$ cat src/rtl/regfile_dump.sv
// Sequential read-out engine: walks an address range through a registered
// register-file read port and streams each word, tagged with its address.
//
// state   | meaning
// --------+-----------------------------------------------------------
// IDLE    | waiting for start; busy low
// READ    | rd_addr holds cur_addr so the register file latches the word
// CAPTURE | rd_data valid; word, address and last flag are captured
// OUT     | word presented on the stream until accepted or aborted
module regfile_dump #(
    parameter int DATA_W = 16,
    parameter int ADDR_W = 4
) (
    input  logic              clk,
    input  logic              rst,
    input  logic              start,
    input  logic              abort,
    input  logic [ADDR_W-1:0] first_addr,
    input  logic [ADDR_W-1:0] last_addr,
    output logic [ADDR_W-1:0] rd_addr,
    input  logic [DATA_W-1:0] rd_data,
    output logic              out_valid,
    input  logic              out_ready,
    output logic [DATA_W-1:0] out_data,
    output logic [ADDR_W-1:0] out_addr,
    output logic              out_last,
    output logic              busy,
    output logic              done
);

    typedef enum logic [1:0] {IDLE, READ, CAPTURE, OUT} state_t;

    state_t            state, state_nxt;
    logic [ADDR_W-1:0] cur_addr, cur_addr_nxt;
    logic [ADDR_W-1:0] end_addr, end_addr_nxt;
    logic [ADDR_W-1:0] rd_addr_nxt, out_addr_nxt;
    logic [DATA_W-1:0] out_data_nxt;
    logic              out_valid_nxt, out_last_nxt, done_nxt;
    logic              handshake, at_end;

    assign handshake = out_valid & out_ready;
    assign at_end    = (cur_addr == end_addr);
    assign busy      = (state != IDLE);

    always_comb begin
        state_nxt     = state;
        cur_addr_nxt  = cur_addr;
        end_addr_nxt  = end_addr;
        rd_addr_nxt   = rd_addr;
        out_data_nxt  = out_data;
        out_addr_nxt  = out_addr;
        out_last_nxt  = out_last;
        out_valid_nxt = out_valid;
        done_nxt      = 1'b0;

        // abort beats everything outside IDLE; a pending word is dropped
        if (abort && state != IDLE) begin
            state_nxt     = IDLE;
            out_valid_nxt = 1'b0;
            out_last_nxt  = 1'b0;
        end else begin
            case (state)
                IDLE: begin
                    if (start && !abort) begin
                        cur_addr_nxt = first_addr;
                        end_addr_nxt = last_addr;
                        rd_addr_nxt  = first_addr;
                        state_nxt    = READ;
                    end
                end
                READ: state_nxt = CAPTURE;
                CAPTURE: begin
                    out_data_nxt  = rd_data;
                    out_addr_nxt  = cur_addr;
                    out_last_nxt  = at_end;
                    out_valid_nxt = 1'b1;
                    state_nxt     = OUT;
                end
                OUT: begin
                    if (handshake) begin
                        out_valid_nxt = 1'b0;
                        if (at_end) begin
                            out_last_nxt = 1'b0;
                            done_nxt     = 1'b1;
                            state_nxt    = IDLE;
                        end else begin
                            cur_addr_nxt = cur_addr + ADDR_W'(1);
                            rd_addr_nxt  = cur_addr + ADDR_W'(1);
                            state_nxt    = READ;
                        end
                    end
                end
                default: state_nxt = IDLE;
            endcase
        end
    end

    always_ff @(posedge clk) begin
        if (rst) begin
            state     <= IDLE;
            cur_addr  <= '0;
            end_addr  <= '0;
            rd_addr   <= '0;
            out_data  <= '0;
            out_addr  <= '0;
            out_last  <= 1'b0;
            out_valid <= 1'b0;
            done      <= 1'b0;
        end else begin
            state     <= state_nxt;
            cur_addr  <= cur_addr_nxt;
            end_addr  <= end_addr_nxt;
            rd_addr   <= rd_addr_nxt;
            out_data  <= out_data_nxt;
            out_addr  <= out_addr_nxt;
            out_last  <= out_last_nxt;
            out_valid <= out_valid_nxt;
            done      <= done_nxt;
        end
    end

endmodule

$ cat config.mk
export PLATFORM = sky130hd
export DESIGN_NAME = regfile_dump
export DESIGN_NICKNAME = d
export VERILOG_FILES = /design/src/rtl/regfile_dump.sv
export SDC_FILE = /design/constraint.sdc
export NUM_CORES = 1
export LEC_CHECK = 0
export CAP_MARGIN = 40
export CORE_ASPECT_RATIO = 0.6
export CORE_UTILIZATION = 25
export CTS_CLUSTER_SIZE = 14
export DETAILED_ROUTE_END_ITERATION = 16
export HOLD_SLACK_MARGIN = 0.1
export PLACE_DENSITY = 0.49
export SLEW_MARGIN = 0
export SYNTH_ARGS = -nofsm -noshare
export SYNTH_HDL_FRONTEND = slang
export SYNTH_SLANG_ARGS = --single-unit
export TNS_END_PERCENT = 50
$ cat constraint.sdc
create_clock -name clk -period 5.16 [get_ports clk]
set_input_delay 1.032 -clock clk [delete_from_list [all_inputs] [get_ports clk]]
set_output_delay 1.032 -clock clk [all_outputs]
set_load 0.02 [all_outputs]
==> qor.csv <==
metric,value,unit
setup violators final,0,
crit end category,output port,
Synth Cell Area,1430,um^2
Worst slew margin,48.5,%
Synth warnings,0,
CP max FO,6,
Leakage Power,0.000749,uW
# rows,20,
die span in x,99.5,um
placed cells,295,
Post-Syn Instances,170,
clock period minus worst slack,2.71,ns
vias in the first global route,1127,
syn_area_per_cell,8.39,um^2
WHS,0.455,ns
status,finished clean,
final hold viol count,0,
top post-synthesis cells by count,"42 x nand2_1, 33 x dfxtp_1, 24 x a21oi_1",
power per cell area,396,nW/um^2
core area,5280,um^2
worst-path cell chain,inv_1 > ha_1 > inv_1 > clkdlybuf4s50_1,
post-synth top area share,46.3,%
Final Skew,0.00784,ns
drt pass-1 iters,4,
Area Overhead vs Synth,50.0,%
Crit Path Class,register to output port,
crit path DAT,1.67,ns
Hold Path Class,register to register,
Mapped Nets,203,
HPWL Detailed,2770,um
Antenna Cells,0,
total power,847,uW
routed vias,1334,
first-pass GRT wire length,5730,um
Max stage delay on crit path,0.60,ns
"Cell Count, Final, Fillers Out",303,
Main synth FF type,dfxtp_1,
CP max-delay cell,clkdlybuf4s50_1,
IO Count,57,
TNS Setup,0,ns
worst-margin pin slew,0.766,ns
Die H,60.5,um
die area,6020,um^2
CTS Sinks,33,
"Hold-fix buffers, CTS",0,
count of flip-flops with a built-in enable after synthesis,0,
MaxCap Viol Count,0,
ratio of cells with drive above 1 in the final layout,5.31,%
detailed-route DRC error count,0,
WL final,3790,um
PortBufs,56,
initial drt markers,42,
Via density,4.40,
Final ANT Viol Nets,0,
Overflow after GRT,0,
PostCTS Resize Cnt,0,
Max Fclk,370,MHz
post-synthesis sequential area ratio,46.3,%
Synth cell types,32,
cell mode on critical path,inv_1,
fin. max-slew vios,0,
unrepaired setup endpoints after global routing,false,
Initial Util,27.0,%
Synth area leaders,"dfxtp_1 46%, nand2_1 11%, a21oi_1 8.4%, mux2i_1 4.2%, ha_1 3.5%",
worst skew pair latency,0.28,ns
drt wl/cell,12.5,um
Worst Setup Start Kind,register,
synthesis-stage register bit count,33,
CTS Buf Count,5,
H-tree lvl count,2,
CTS tree,yes,
most numerous cell in the Yosys netlist,nand2_1,
Final Wtd Congestion,0.739,
Bufs on Longest Clock Path,2,
total track usage,12.9,%
maximum VDD drop,0.000130,V
"Setup Fix Bufs, Post-CTS",0,
initial antenna violation count,0,
Worst-path clk slew,0.07,ns
post-synthesis async set-or-reset flop share,0,%
required time worst endpoint,4.13,ns
clock root cell,clkbuf_8,
"area leader, netlist",dfxtp_1,
final net count,258,
largest net degree at the start of global routing,21,
Final period util,52.4,%
"Core Util, Final",40.5,%
-- per-stage QoR --
step | worst slack (ns) | cell area [um^2]
final | 2.45 | 2140
after global routing | 2.38 | 2140
after global placement | 2.20 | 2040
after floorplan | 2.92 | 1430
after detailed placement | 2.29 | 2060
after CTS | 2.44 | 2140
-- where the power goes --
group | leakage (uW) | internal (uW) | switching [uW] | total [uW]
Sequential | 0.000267 | 291 | 32.1 | 323
Combinational | 0.000437 | 148 | 189 | 337
Clock | 0.0000450 | 93.4 | 93.7 | 187
Total | 0.000749 | 532 | 314 | 847
-- flip-flops by register name, indices dropped and copies added, names as in the netlist --
signal     flops
cur_addr       4
done           1
end_addr       4
out_addr       4
out_data      16
out_last       1
out_valid      1
state          2
-- path summary, 6_finish.rpt --
kind	from	end	slack (ns)	cells after the start
setup / recovery	state[1]	busy	2.45	4
hold / removal	out_data[10]	out_data[10]	0.46	2
setup reg to reg	state[1]	cur_addr[0]	3.08	5
hold reg to reg	out_data[10]	out_data[10]	0.46	2
-- cells by family (layout without fill, tap and decap cells) --
logic type / count (synthesis) / in the layout / synth area share (%)
xor gates and xnor gates: 4 / 4 / 2.46
muxes: 6 / 6 / 4.21
AOI/OAI and AO/OA: 35 / 35 / 15.3
adders and majority gates: 4 / 4 / 3.51
buffers and inverters: 15 / 71 / 4.47
and+or+nand+nor: 73 / 73 / 23.8
DFF: 33 / 33 / 46.3
-- metal layers --
layer / GRT usage [%] / up-vias / part of all wire [%]
met1: 20.1 / 594 / 57
li1: - / 688 / -
met3: 5.41 / 5 / 8.9
met2: 15.0 / 47 / 33
met4: 4.41 / 0 / 0.77
met5: 0 / - / 0
-- area by class of cell --
cell class,instances,area [um^2]
clock inverter,2,10.0
tap,77,96.3
clock buffer,6,72.6
fill,544,3140
sequential,33,661
timing repair buffer,57,576
inverter,6,22.5
multi-input combinational,122,702
-- worst max-delay path: cells and delay by family (launching register included) --
kind / cells / cell delay [ns]
fa+ha+maj: 1 / 0.24
buf+inv: 3 / 0.74
flops: 1 / 0.41
-- cells in the final DEF, fill, tap and decap left out, types with 2 or more instances in the layout --
master           synthesis  routed
nor2_1                   8       8
inv_1                    6       6
nand2b_1                 3       3
xnor2_1                  4       4
nor3_1                   2       2
nand3_1                  3       3
clkdlybuf4s50_1          0      56
dfxtp_1                 33      33
a31oi_1                  2       2
nand4_1                  3       3
nand2_1                 42      42
nor4_1                   3       3
and2_1                   2       2
clkbuf_8                 0       5
ha_1                     4       4
a21oi_1                 24      24
mux2i_1                  6       6
a311o_1                  2       2
clkinv_2                 0       2
Note: power is estimated with default switching activity, not from simulation.
